**src/rtl/sum_cla_multiciclo.sv**
```systemverilog
// Multi-cycle carry-lookahead adder: one BLOCK-bit CLA slice per clock, LSB first.
// Optional subtract mode (A - B) is enabled by defining SUM_CLA_SUB_EN.
module sum_cla_multiciclo #(
    parameter int WIDTH = 16,
    parameter int BLOCK = 4
) (
    input  logic             clk,
    input  logic             rst,
    input  logic             start,
    input  logic [WIDTH-1:0] A,
    input  logic [WIDTH-1:0] B,
    input  logic             cin,
`ifdef SUM_CLA_SUB_EN
    input  logic             sub,
`endif
    output logic [WIDTH-1:0] sum,
    output logic             cout,
    output logic             busy,
    output logic             done
);

    localparam int NBLK = WIDTH / BLOCK;
    localparam int KW   = (NBLK > 1) ? $clog2(NBLK) : 1;
    localparam logic [KW-1:0] KLAST = KW'(NBLK - 1);

    typedef enum logic [1:0] {
        IDLE,
        RUN,
        DONE
    } state_t;

    state_t           state_q;
    logic [WIDTH-1:0] a_q;
    logic [WIDTH-1:0] b_q;
    logic             c_q;
    logic [KW-1:0]    k_q;
    logic [WIDTH-1:0] sum_q;
    logic             cout_q;
    logic             busy_q;
    logic             done_q;

    logic [WIDTH-1:0] b_ld;
    logic             c_ld;

`ifdef SUM_CLA_SUB_EN
    // Two's complement subtract: invert B and force the initial carry.
    assign b_ld = sub ? ~B : B;
    assign c_ld = sub ? 1'b1 : cin;
`else
    assign b_ld = B;
    assign c_ld = cin;
`endif

    int               base;
    logic [BLOCK-1:0] a_s;
    logic [BLOCK-1:0] b_s;
    logic [BLOCK-1:0] g;
    logic [BLOCK-1:0] p;
    logic [BLOCK:0]   cy;
    logic [BLOCK-1:0] s;
    logic             acc;
    logic             term;

    // Each carry is a flat sum of generate terms gated by the propagate chain.
    always_comb begin
        base = int'(k_q) * BLOCK;
        a_s  = a_q[base +: BLOCK];
        b_s  = b_q[base +: BLOCK];
        g    = a_s & b_s;
        p    = a_s ^ b_s;
        cy   = '0;
        acc  = 1'b0;
        term = 1'b0;
        cy[0] = c_q;
        for (int i = 0; i < BLOCK; i++) begin
            acc  = g[i];
            term = p[i];
            for (int j = i - 1; j >= 0; j--) begin
                acc  = acc | (term & g[j]);
                term = term & p[j];
            end
            cy[i+1] = acc | (term & c_q);
        end
        s = p ^ cy[BLOCK-1:0];
    end

    always_ff @(posedge clk or posedge rst) begin
        if (rst) begin
            state_q <= IDLE;
            a_q     <= '0;
            b_q     <= '0;
            c_q     <= 1'b0;
            k_q     <= '0;
            sum_q   <= '0;
            cout_q  <= 1'b0;
            busy_q  <= 1'b0;
            done_q  <= 1'b0;
        end else begin
            done_q <= 1'b0;
            unique case (state_q)
                IDLE, DONE: begin
                    if (start) begin
                        a_q     <= A;
                        b_q     <= b_ld;
                        c_q     <= c_ld;
                        k_q     <= '0;
                        busy_q  <= 1'b1;
                        state_q <= RUN;
                    end else begin
                        state_q <= IDLE;
                    end
                end
                RUN: begin
                    sum_q[base +: BLOCK] <= s;
                    c_q <= cy[BLOCK];
                    if (k_q == KLAST) begin
                        cout_q  <= cy[BLOCK];
                        busy_q  <= 1'b0;
                        done_q  <= 1'b1;
                        state_q <= DONE;
                    end else begin
                        k_q <= k_q + 1'b1;
                    end
                end
                default: begin
                    busy_q  <= 1'b0;
                    state_q <= IDLE;
                end
            endcase
        end
    end

    assign sum  = sum_q;
    assign cout = cout_q;
    assign busy = busy_q;
    assign done = done_q;

endmodule
```
**config.mk**
```make
export PLATFORM = sky130hd
export DESIGN_NAME = sum_cla_multiciclo
export DESIGN_NICKNAME = d
export VERILOG_FILES = /design/src/rtl/sum_cla_multiciclo.sv
export SDC_FILE = /design/constraint.sdc
export NUM_CORES = 1
export LEC_CHECK = 0
export CAP_MARGIN = 40
export CORE_MARGIN = 4
export CORE_UTILIZATION = 60
export CTS_CLUSTER_DIAMETER = 60
export DETAILED_ROUTE_END_ITERATION = 10
export DONT_BUFFER_PORTS = 1
export PLACE_DENSITY_LB_ADDON = 0.3
export REMOVE_ABC_BUFFERS = 1
export SETUP_SLACK_MARGIN = 0.05
export SYNTH_ARGS = -nofsm -noshare
export SYNTH_HDL_FRONTEND = slang
export SYNTH_SLANG_ARGS = --single-unit
```
**constraint.sdc**
```tcl
create_clock -name clk -period 2.79 [get_ports clk]
set_input_delay 0.1395 -clock clk [delete_from_list [all_inputs] [get_ports clk]]
set_output_delay 0.1395 -clock clk [all_outputs]
set_load 0.01 [all_outputs]
```
# Word-level counts from Yosys, hierarchy flattened
# Cells that the tools add are included.
# op_classes
shift,4
eq_ne,6
n_reduce_logical,8
bitwise_logic,29
muxes,14
n_addsub,2
# ops
operator,count
4-bit negator with 33-bit output,1
"4-bit by 33-bit variable shift with 16-bit output, first input constant",1
4-bit by 33-bit variable part select with 16-bit output,1
16-bit by 5-bit variable part select with 4-bit output,2
1-bit AND,16
16-bit bitwise mux,1
1-bit bitwise OR,10
2-bit case mux with 2 select lines,2
2-bit AND reduction,4
4-bit XOR,2
1-bit two-way mux,6
2-bit two-way mux,3
"2-bit != test, second input constant",3
4-bit AND,1
"2-bit == test, second input constant",2
1-bit case mux with 2 select lines,2
3-bit AND reduction,1
"2-bit by 1-bit adder with 2-bit output, second input constant",1
"2-bit by 1-bit == test with 1-bit output, second input constant",1
2-bit zero test,1
2-bit nonzero test,1
2-bit OR reduction,1
# totals
register_bits,56
word_cells,72
input_bits,36
out_inout_bits,19

# Depth between registers and ports, before layout
# Gate-level depths: netlist of run 1.
# logic_depth
ltp_word,9
mapped_depth,7
ltp_nobuf,6

# Worst setup path before layout of run 1
# No wires, ideal clock.
# synth_timing
kind,reg2reg
start,register k_q[0]
end,"register sum_q[15], in the netlist sum[15]"
path_slack_ns,0.338
stages_incl_launch_ff,8
period_less_slack_ns,2.452
arrival_time_ns,2.331
n_path_buf,1
path_cell_list,dfrtp_1 > buf_4 > mux4_2 > ha_1 > a41oi_1 > o21ai_1 > xor2_1 > a22o_1
# synth_via
elab_chain_len,9
word_cells_on_any_way,24
classes_between,1 x add/sub; 4 x shift; 1 x mux; 18 x bitwise
# synth_rtl
element,line,rtl
start: declaration,36,logic [KW-1:0] k_q;
start signal: assignment,122,k_q <= k_q + 1'b1;
"16-bit by 5-bit variable part select with 4-bit output, on equally long branches","67, 68",
4-bit XOR / 4-bit AND (equally long branches),"70, 69",
"1-bit AND, on equally long branches","79, 80",
1-bit bitwise OR (tied with other cells),79,acc = acc | (term & g[j]);
1-bit bitwise OR / 1-bit AND (equally long branches),"79, 82",
1-bit bitwise OR,82,cy[i+1] = acc | (term & c_q);
4-bit XOR,84,s = p ^ cy[BLOCK-1:0];
4-bit by 33-bit variable part select with 16-bit output,114,sum_q[base +: BLOCK] <= s;
16-bit bitwise mux *,114,
end signal: indexed assignment,114,
end: declaration,37,logic [WIDTH-1:0] sum_q;
# Every way passes the cells marked *; elsewhere a longest branch is shown, timed or not.
# A chain may end at the register's enable or synchronous reset.

# Worst setup path after layout of run 1
# Ends and elaborated chain as after synthesis.

==> results.sh, run 1 <==
export IMPL_outcome="complete, no violations"
export IMPL_syn_area_per_cell_um2=10.5
export IMPL_final_cell_mix="104 x nand2_1, 56 x dfrtp_1, 33 x dlygate4sd3_1, 16 x a22o_1, 11 x ha_1"
export IMPL_numClockSinks=56
export IMPL_power_leakage_nw=1.53
export IMPL_path_class="register to register"
export IMPL_die_h_um=73.4
export IMPL_synth_area_um2=2570
export IMPL_synth_compound_area_share=0.0784
export IMPL_slew_headroom=0.643
export IMPL_fin_ws_ns=0.388
export IMPL_grt_max_degree=32
export IMPL_slew_violations=0
export IMPL_cts_root_buf="clkbuf_8"
export IMPL_synth_edf_count=0
export IMPL_internal_power_mw=2.07
export IMPL_synth_warnings=0
export IMPL_core_area_um2=4060
export IMPL_r2r_end="sum[15]"
export IMPL_antenna_found_initial=0
export IMPL_clock_path_buffers=2
export IMPL_dp_worst_setup_slack_ns=0.364
export IMPL_drtIter0Drc=123
export IMPL_post_route_period_util=0.861
export IMPL_cts_made_buffers=5
export IMPL_swShare=0.434
export IMPL_cts_setup_buffers=0
export IMPL_cap_violations=0
export IMPL_cts_tree="built"
export IMPL_grt_pass1_wl_mm=9.34
export IMPL_fin_skew_ns=0.0103
export IMPL_rsz0062_at_grt="false"
export IMPL_finalSetupViolCount=0
export IMPL_reg2reg_slack_ns=0.39
export IMPL_grt_pass1_vias=1940
export IMPL_ys_seq_elements=56
export IMPL_route_detailed_drc=0
export IMPL_grt_total_usage=0.231
export IMPL_nets=327
export IMPL_vdd_drop_max_mv=0.706
export IMPL_crit_arrival_ns=2.62
export IMPL_place_area_um2=2640
export IMPL_seq_power_share=0.400
export IMPL_cp_max_fo=7
export IMPL_hp_start="start"
export IMPL_yosysSeqAreaShare=0.546
export IMPL_vias_per_cell=5.57
export IMPL_synth_simple_area_share=0.208
export IMPL_crit_path_start_kind="register"
export IMPL_clkPwrFrac=0.128
export IMPL_design_die_area_um2=5390
export IMPL_yosysUniqueCellTypes=29
export IMPL_tightest_slew_ns=0.535
export IMPL_setup_tns_ns=0
export IMPL_num_rows=23
export IMPL_clk_pin_slew_ns=0.11
export IMPL_cp_required_ns=3.01
export IMPL_synth_adder_area_share=0.0614
export IMPL_wirelength_mm=5.51
export IMPL_clock_latency_ns=0.32
export IMPL_synth_mux_area_frac=0.0701
export IMPL_place_gp_congestion=0.774
export IMPL_p_total_mw=3.66
export IMPL_antennaDiodeCount=0
export IMPL_final_area_um2=3070
export IMPL_hold_viol=0
export IMPL_powerDensity_nw_per_um2=1190
export IMPL_min_period_ns=2.40
export IMPL_crit_path_start="k_q[0]"
export IMPL_layout_commonest_cell="nand2_1"
export IMPL_avgRoutedWirePerCell_um=16.7
export IMPL_min_to="busy"
export IMPL_postSynthCellCount=244
export IMPL_dp_hpwl_mm=3.67
export IMPL_p_comb_frac=0.472
export IMPL_hold_class="input port to register"
export IMPL_pin_count=55
export IMPL_syn2layout_area_growth_pct=19.4
export IMPL_overflow=0
export IMPL_synth_top_family_by_area="simple AND/OR/NAND/NOR gates"
export IMPL_drive_gt1_frac=0.100
export IMPL_drtPass1Iterations=4
export IMPL_whs_ns=0.0183
export IMPL_rr_startpoint="k_q[0]"
export IMPL_htree_levels=2
export IMPL_die_x_um=73.4
export IMPL_synth_xor_area_frac=0.0102
export IMPL_max_freq_mhz=416
export IMPL_critical_path_endpoint_type="register"
export IMPL_synthArstFlopShare=1.00
export IMPL_whs_path_depth=2
export IMPL_portBuffers=0
export IMPL_start_util=0.633
export IMPL_synth_ff_type="dfrtp_1"
export IMPL_vias=1838
export IMPL_ant_nets=0
export IMPL_power_switching_mw=1.59
export IMPL_r2r_worst_path_cells=6
## kinds of logic after synthesis
logic type	count (synthesis)
xor+xnor	3
simple gates	123
fa+ha+maj	12
compound gates	27
buf+inv	15
flops	56
mux	8
## power by group through the flow
stage	registers, mW	logic [mW]	clock network (mW)
3_3_place_gp	1.47	1.59	0
2_1_floorplan	1.41	1.27	0
6_report	1.47	1.73	0.467
4_1_cts	1.47	1.73	0.470
5_1_grt	1.52	1.94	0.503
3_5_place_dp	1.48	1.68	0
## metal layers
| layer | part of all wire | up-vias | global-route usage |
|---|---|---|---|
| met2 | 0.51 | 63 | 0.391 |
| li1 | - | 879 | - |
| met1 | 0.40 | 885 | 0.287 |
| met4 | 0.023 | 0 | 0.0946 |
| met3 | 0.061 | 11 | 0.0520 |
| met5 | 0 | - | 0 |
## area by class of cell
cell class	count	area (um2)
sequential	56	1400
multi-input combinational	173	1100
clock inverter	3	27.5
clock buffer	5	68.8
inverter	5	18.8
fill	250	990
timing repair buffer	38	388
tap	50	62.6
## flip-flops by register name (all words and copies together) (netlist names)
name	count
a_q	16
b_q	16
busy	1
c_q	1
cout	1
done	1
k_q	2
state_q	2
sum	16
## through the flow
stage,utilization,instances
after detailed placement,0.651,289
after global placement,0.642,287
after CTS,0.756,330
after floorplan,-,234
after global routing,0.756,330
final,0.756,330
## synthesized netlist by cell type, types with 2 or more instances
master	n	area, um2
nand3_1	2	10.0
a22o_1	16	140
mux4_2	8	180
ha_1	11	138
dfrtp_1	56	1400
nor2_1	3	11.3
nand2_1	104	390
buf_2	7	35.0
and2_1	2	12.5
inv_1	4	15.0
and3_1	3	18.8
o21ai_1	3	15.0
nand2b_1	3	18.8
xor2_1	2	17.5
a21oi_1	5	25.0
clkbuf_1	2	7.51
## critical path, cell delays in order (launching register included)
cell and delay [ns]:
dfrtp_1 0.58, mux4_2 0.61, ha_1 0.33, a41oi_1 0.20, o21ai_1 0.13, xor2_1 0.20
a22o_1 0.25
## worst max path at each step
stage                     slack, ns  endpoint
final                          0.39   sum[15]
after CTS                      0.37   sum[15]
after detailed placement       0.36   sum[15]
after global routing           0.22   sum[11]
after floorplan                0.22   sum[15]
after global placement         0.44   sum[15]
## what timing repair did
action	4_1_cts	5_1_grt
hold endpoints to repair	57	0
resized for setup	0	0
hold buffers	33	0
Power figures use the tool's default switching activity.
==> inputs of run 2 (changes only) <==
--- a/config.mk
+++ b/config.mk
@@ -5,15 +5,16 @@
 export SDC_FILE = /design/constraint.sdc
 export NUM_CORES = 1
 export LEC_CHECK = 0
+export BUFFER_PORTS_ARGS = -buffer_cell sky130_fd_sc_hd__buf_4
 export CAP_MARGIN = 40
 export CORE_MARGIN = 4
-export CORE_UTILIZATION = 60
+export CORE_UTILIZATION = 49
 export CTS_CLUSTER_DIAMETER = 60
 export DETAILED_ROUTE_END_ITERATION = 10
-export DONT_BUFFER_PORTS = 1
 export PLACE_DENSITY_LB_ADDON = 0.3
 export REMOVE_ABC_BUFFERS = 1
 export SETUP_SLACK_MARGIN = 0.05
+export SKIP_CTS_REPAIR_TIMING = 1
 export SYNTH_ARGS = -nofsm -noshare
 export SYNTH_HDL_FRONTEND = slang
 export SYNTH_SLANG_ARGS = --single-unit
==> constraint.sdc (replaced) <==
create_clock -name clk -period 2.1 [get_ports clk]
set_input_delay 0.105 -clock clk [delete_from_list [all_inputs] [get_ports clk]]
set_output_delay 0.105 -clock clk [all_outputs]
set_load 0.01 [all_outputs]
==> results.sh, run 2 (synthesis gave the netlist of run 1 again) <==
export IMPL_outcome="finished with violations"
export IMPL_violations="negative hold slack, negative setup slack"
export IMPL_final_cells=396
export IMPL_grt_pass1_vias=1783
export IMPL_cp_cell_sequence="buf_6 > mux4_2 > ha_4 > a41oi_2 > o21ai_2 > xor2_2 > a22o_1"
export IMPL_utilization=0.684
export IMPL_worst_path_stages=7
export IMPL_crit_family="multiplexers"
export IMPL_hold_class="input port to async pin"
export IMPL_grt_total_usage=0.169
export IMPL_die_h_um=80.4
export IMPL_clock_path_buffers=2
export IMPL_htree_levels=2
export IMPL_r2r_end="sum[15]"
export IMPL_vdd_drop_max_mv=0.771
export IMPL_route_detailed_drc=0
export IMPL_r2r_worst_path_cells=7
export IMPL_syn2layout_area_growth_pct=36.0
export IMPL_rsz0062_at_grt="true"
export IMPL_finalSetupViolCount=8
export IMPL_min_period_ns=2.14
export IMPL_layout_commonest_cell="nand2_1"
export IMPL_pin_count=55
export IMPL_overflow=0
export IMPL_crit_path_start_kind="register"
export IMPL_cts_tree="built"
export IMPL_fin_skew_ns=0.00709
export IMPL_antenna_found_initial=0
export IMPL_grt_max_degree=57
export IMPL_slew_headroom=0.547
export IMPL_max_stage_delay_ns=0.55
export IMPL_tightest_slew_ns=0.680
export IMPL_start_util=0.503
export IMPL_vias=1988
export IMPL_final_cell_mix="104 x nand2_1, 62 x buf_4, 56 x dfrtp_1, 19 x dlygate4sd3_1, 16 x a22o_1"
export IMPL_vias_per_cell=5.02
export IMPL_n_fill_cell=404
export IMPL_setup_tns_ns=-0.237
export IMPL_powerDensity_nw_per_um2=1640
export IMPL_core_area_um2=5110
export IMPL_hold_viol=38
export IMPL_max_freq_mhz=466
export IMPL_numClockSinks=56
export IMPL_drtPass1Iterations=4
export IMPL_slew_violations=0
export IMPL_cp_max_fo=4
export IMPL_avgRoutedWirePerCell_um=13.9
export IMPL_critical_path_endpoint_type="register"
export IMPL_whs_ns=-0.0161
export IMPL_drive_gt1_frac=0.313
export IMPL_ant_nets=0
export IMPL_crit_arrival_ns=2.34
export IMPL_grt_pass1_wl_mm=8.47
export IMPL_fin_ws_ns=-0.0447
export IMPL_cts_made_buffers=5
export IMPL_rr_startpoint="k_q[0]"
export IMPL_dp_worst_setup_slack_ns=-0.116
export IMPL_drtIter0Drc=99
export IMPL_nets=374
export IMPL_dp_cells=371
export IMPL_cts_root_buf="clkbuf_8"
export IMPL_clk_pin_slew_ns=0.09
export IMPL_post_route_period_util=1.02
export IMPL_design_die_area_um2=6460
export IMPL_antennaDiodeCount=0
export IMPL_slowest_stage="mux4_2"
export IMPL_power_leakage_nw=1.78
export IMPL_place_gp_congestion=0.825
export IMPL_reg2reg_slack_ns=-0.04
export IMPL_critPathBufInv=1
export IMPL_dp_hpwl_mm=3.84
export IMPL_cp_required_ns=2.30
export IMPL_portBuffers=54
export IMPL_num_rows=26
export IMPL_cap_violations=0
export IMPL_path_class="register to register"
export IMPL_clock_latency_ns=0.31
export IMPL_die_x_um=80.4
export IMPL_wirelength_mm=5.50
-- run 2: final cells by class --
class	instances	area (um2)	share of cell area
timing repair buffer	85	701	0.201
sequential	56	1400	0.401
tap	70	87.6	0.0251
clock buffer	6	72.6	0.0208
inverter	5	18.8	0.00537
multi-input combinational	173	1210	0.346
clock inverter	1	5.00	0.00143
-- run 2: worst min-delay path: cells and delay by family --
kind	cells	cell delay (ns)
buffers and inverters	3	0.68
-- run 2: worst max-delay path by stage --
stage / startpoint / end / slack [ns]
finish: k_q[0] / sum[15] / -0.04
global route: k_q[0] / sum[15] / -0.12
CTS: k_q[0] / sum[15] / -0.15
detailed placement: k_q[0] / sum[15] / -0.12
global placement: k_q[0] / sum[15] / -0.06
floorplan: k_q[0] / sum[15] / -0.47
-- run 2: routing by layer --
metal,GRT usage,routed length (um)
met2,0.267,2780
met1,0.230,2430
met5,0,0
met3,0.0392,239
met4,0.0541,52
-- run 2: power by group --
part           switching [mW]  internal (mW)
Clock                   0.328          0.228
Combinational            1.71           1.63
Sequential              0.302           1.53
-- run 2: through the flow --
step	power [mW]	instance area, um2	hold WS, ns
finish	5.73	3490	-0.0161
CTS	5.18	3190	-0.0264
detailed placement	4.62	3110	0.297
global placement	4.51	3110	0.296
global route	6.17	3490	-0.00980
floorplan	3.56	2520	0.210
==> inputs of run 3 (changes only) <==
--- a/config.mk
+++ b/config.mk
@@ -13,7 +13,7 @@
 export DETAILED_ROUTE_END_ITERATION = 10
 export PLACE_DENSITY_LB_ADDON = 0.3
 export REMOVE_ABC_BUFFERS = 1
-export SETUP_SLACK_MARGIN = 0.05
+export SETUP_SLACK_MARGIN = 0.1
 export SKIP_CTS_REPAIR_TIMING = 1
 export SYNTH_ARGS = -nofsm -noshare
 export SYNTH_HDL_FRONTEND = slang
==> results.sh, run 3 (synthesis gave the netlist of run 1 again) <==
export IMPL_outcome="finished with violations"
export IMPL_violations="negative hold slack, negative setup slack"
export IMPL_powerDensity_nw_per_um2=1640
export IMPL_r2r_worst_path_cells=8
export IMPL_hold_class="input port to async pin"
export IMPL_fin_ws_ns=-0.0421
export IMPL_place_gp_congestion=0.825
export IMPL_htree_levels=2
export IMPL_route_detailed_drc=0
export IMPL_clock_latency_ns=0.31
export IMPL_portBuffers=54
export IMPL_crit_arrival_ns=2.34
export IMPL_drtPass1Iterations=6
export IMPL_cpMostUsedCell="buf_6"
export IMPL_num_rows=26
export IMPL_max_stage_delay_ns=0.55
export IMPL_slowest_stage="mux4_2"
export IMPL_critical_path_endpoint_type="register"
export IMPL_dp_hpwl_mm=3.84
export IMPL_clk_pin_slew_ns=0.09
export IMPL_path_class="register to register"
export IMPL_vias_per_cell=4.99
export IMPL_cap_violations=0
export IMPL_grt_pass1_vias=1783
export IMPL_cp_required_ns=2.30
export IMPL_drtIter0Drc=84
export IMPL_fin_skew_ns=0.00601
export IMPL_place_area_um2=3110
export IMPL_antenna_found_initial=0
export IMPL_drive_gt1_frac=0.312
export IMPL_wirelength_mm=5.48
export IMPL_min_period_ns=2.14
export IMPL_tightest_slew_ns=0.675
export IMPL_vias=1981
export IMPL_power_leakage_nw=1.78
export IMPL_cp_cell_sequence="buf_6 > mux4_2 > buf_6 > ha_2 > a21oi_2 > o21ai_2 > xor2_2 > a22o_1"
export IMPL_slew_violations=0
export IMPL_antennaDiodeCount=0
export IMPL_design_die_area_um2=6460
export IMPL_finalSetupViolCount=12
export IMPL_layout_commonest_cell="nand2_1"
export IMPL_die_x_um=80.4
export IMPL_post_route_period_util=1.02
export IMPL_cts_made_buffers=5
export IMPL_start_util=0.503
export IMPL_rsz0062_at_grt="true"
export IMPL_syn2layout_area_growth_pct=35.6
export IMPL_die_h_um=80.4
export IMPL_cp_max_fo=4
export IMPL_nets=375
export IMPL_slew_headroom=0.550
export IMPL_avgRoutedWirePerCell_um=13.8
export IMPL_final_cell_mix="104 x nand2_1, 63 x buf_4, 56 x dfrtp_1, 19 x dlygate4sd3_1, 16 x a22o_1"
export IMPL_pin_count=55
export IMPL_final_cells=397
export IMPL_hold_viol=39
export IMPL_grt_total_usage=0.169
export IMPL_final_area_um2=3480
export IMPL_max_freq_mhz=467
export IMPL_ant_nets=0
export IMPL_clock_path_buffers=2
export IMPL_crit_path_start_kind="register"
export IMPL_dp_worst_setup_slack_ns=-0.116
export IMPL_cts_root_buf="clkbuf_8"
export IMPL_grt_pass1_wl_mm=8.47
export IMPL_whs_ns=-0.0170
export IMPL_n_fill_cell=406
export IMPL_dp_cells=371
export IMPL_numClockSinks=56
export IMPL_cts_tree="built"
export IMPL_vdd_drop_max_mv=0.724
export IMPL_core_area_um2=5110
export IMPL_overflow=0
export IMPL_grt_max_degree=57
-- run 3: changes by cell type in the layout (fill, tap and decap cells not counted) --
cell    delta
buf_4      +1
xor2_1     +1
xor2_4     -1
-- run 3: worst paths after layout --
path | startpoint | to | slack, ns
setup / recovery | k_q[0] | sum[15] | -0.04
hold / removal | rst | b_q[11] | -0.02
setup reg to reg | k_q[0] | sum[15] | -0.04
hold reg to reg | a_q[15] | a_q[15] | 0.48
max in group asynchronous | rst | a_q[1] | 1.67
min in group clk | B[8] | b_q[8] | -0.02
-- run 3: layout make-up --
type                            count  area (um2)  share of cell area
Multi-Input combinational cell    173        1190               0.341
Sequential cell                    56        1400               0.402
Clock inverter                      1        5.00             0.00144
Clock buffer                        6        72.6              0.0208
Inverter                            5        18.8             0.00539
Tap cell                           70        87.6              0.0252
Timing Repair Buffer               86         708               0.203
-- run 3: through the flow --
stage | setup TNS [ns] | power (mW) | util
finish | -0.307 | 5.69 | 0.682
global route | -1.15 | 6.13 | 0.682
CTS | -1.44 | 5.18 | 0.624
detailed placement | -1.07 | 4.62 | 0.609
global placement | -0.529 | 4.51 | 0.609
floorplan | -5.64 | 3.56 | -
-- run 3: per-layer routing --
metal	wire, um	vias to the layer above	GRT usage
met5	0	-	0
met4	52	0	0.0541
met3	246	7	0.0392
met2	2770	42	0.267
met1	2420	958	0.230
li1	-	974	-
-- run 3: worst max-delay path: cells and delay by family, from the launching register on --
kind | cells | cell delay [ns]
buffers and inverters | 2 | 0.29
multiplexers | 1 | 0.55
XOR/XNOR | 1 | 0.18
AO/OA/AOI/OAI | 3 | 0.47
adder cells (fa/ha/maj) | 1 | 0.18
flip-flops | 1 | 0.38
-- run 3: power by group --
part | internal (mW) | switching (mW)
clock network | 0.228 | 0.328
logic | 1.64 | 1.67
registers | 1.53 | 0.301
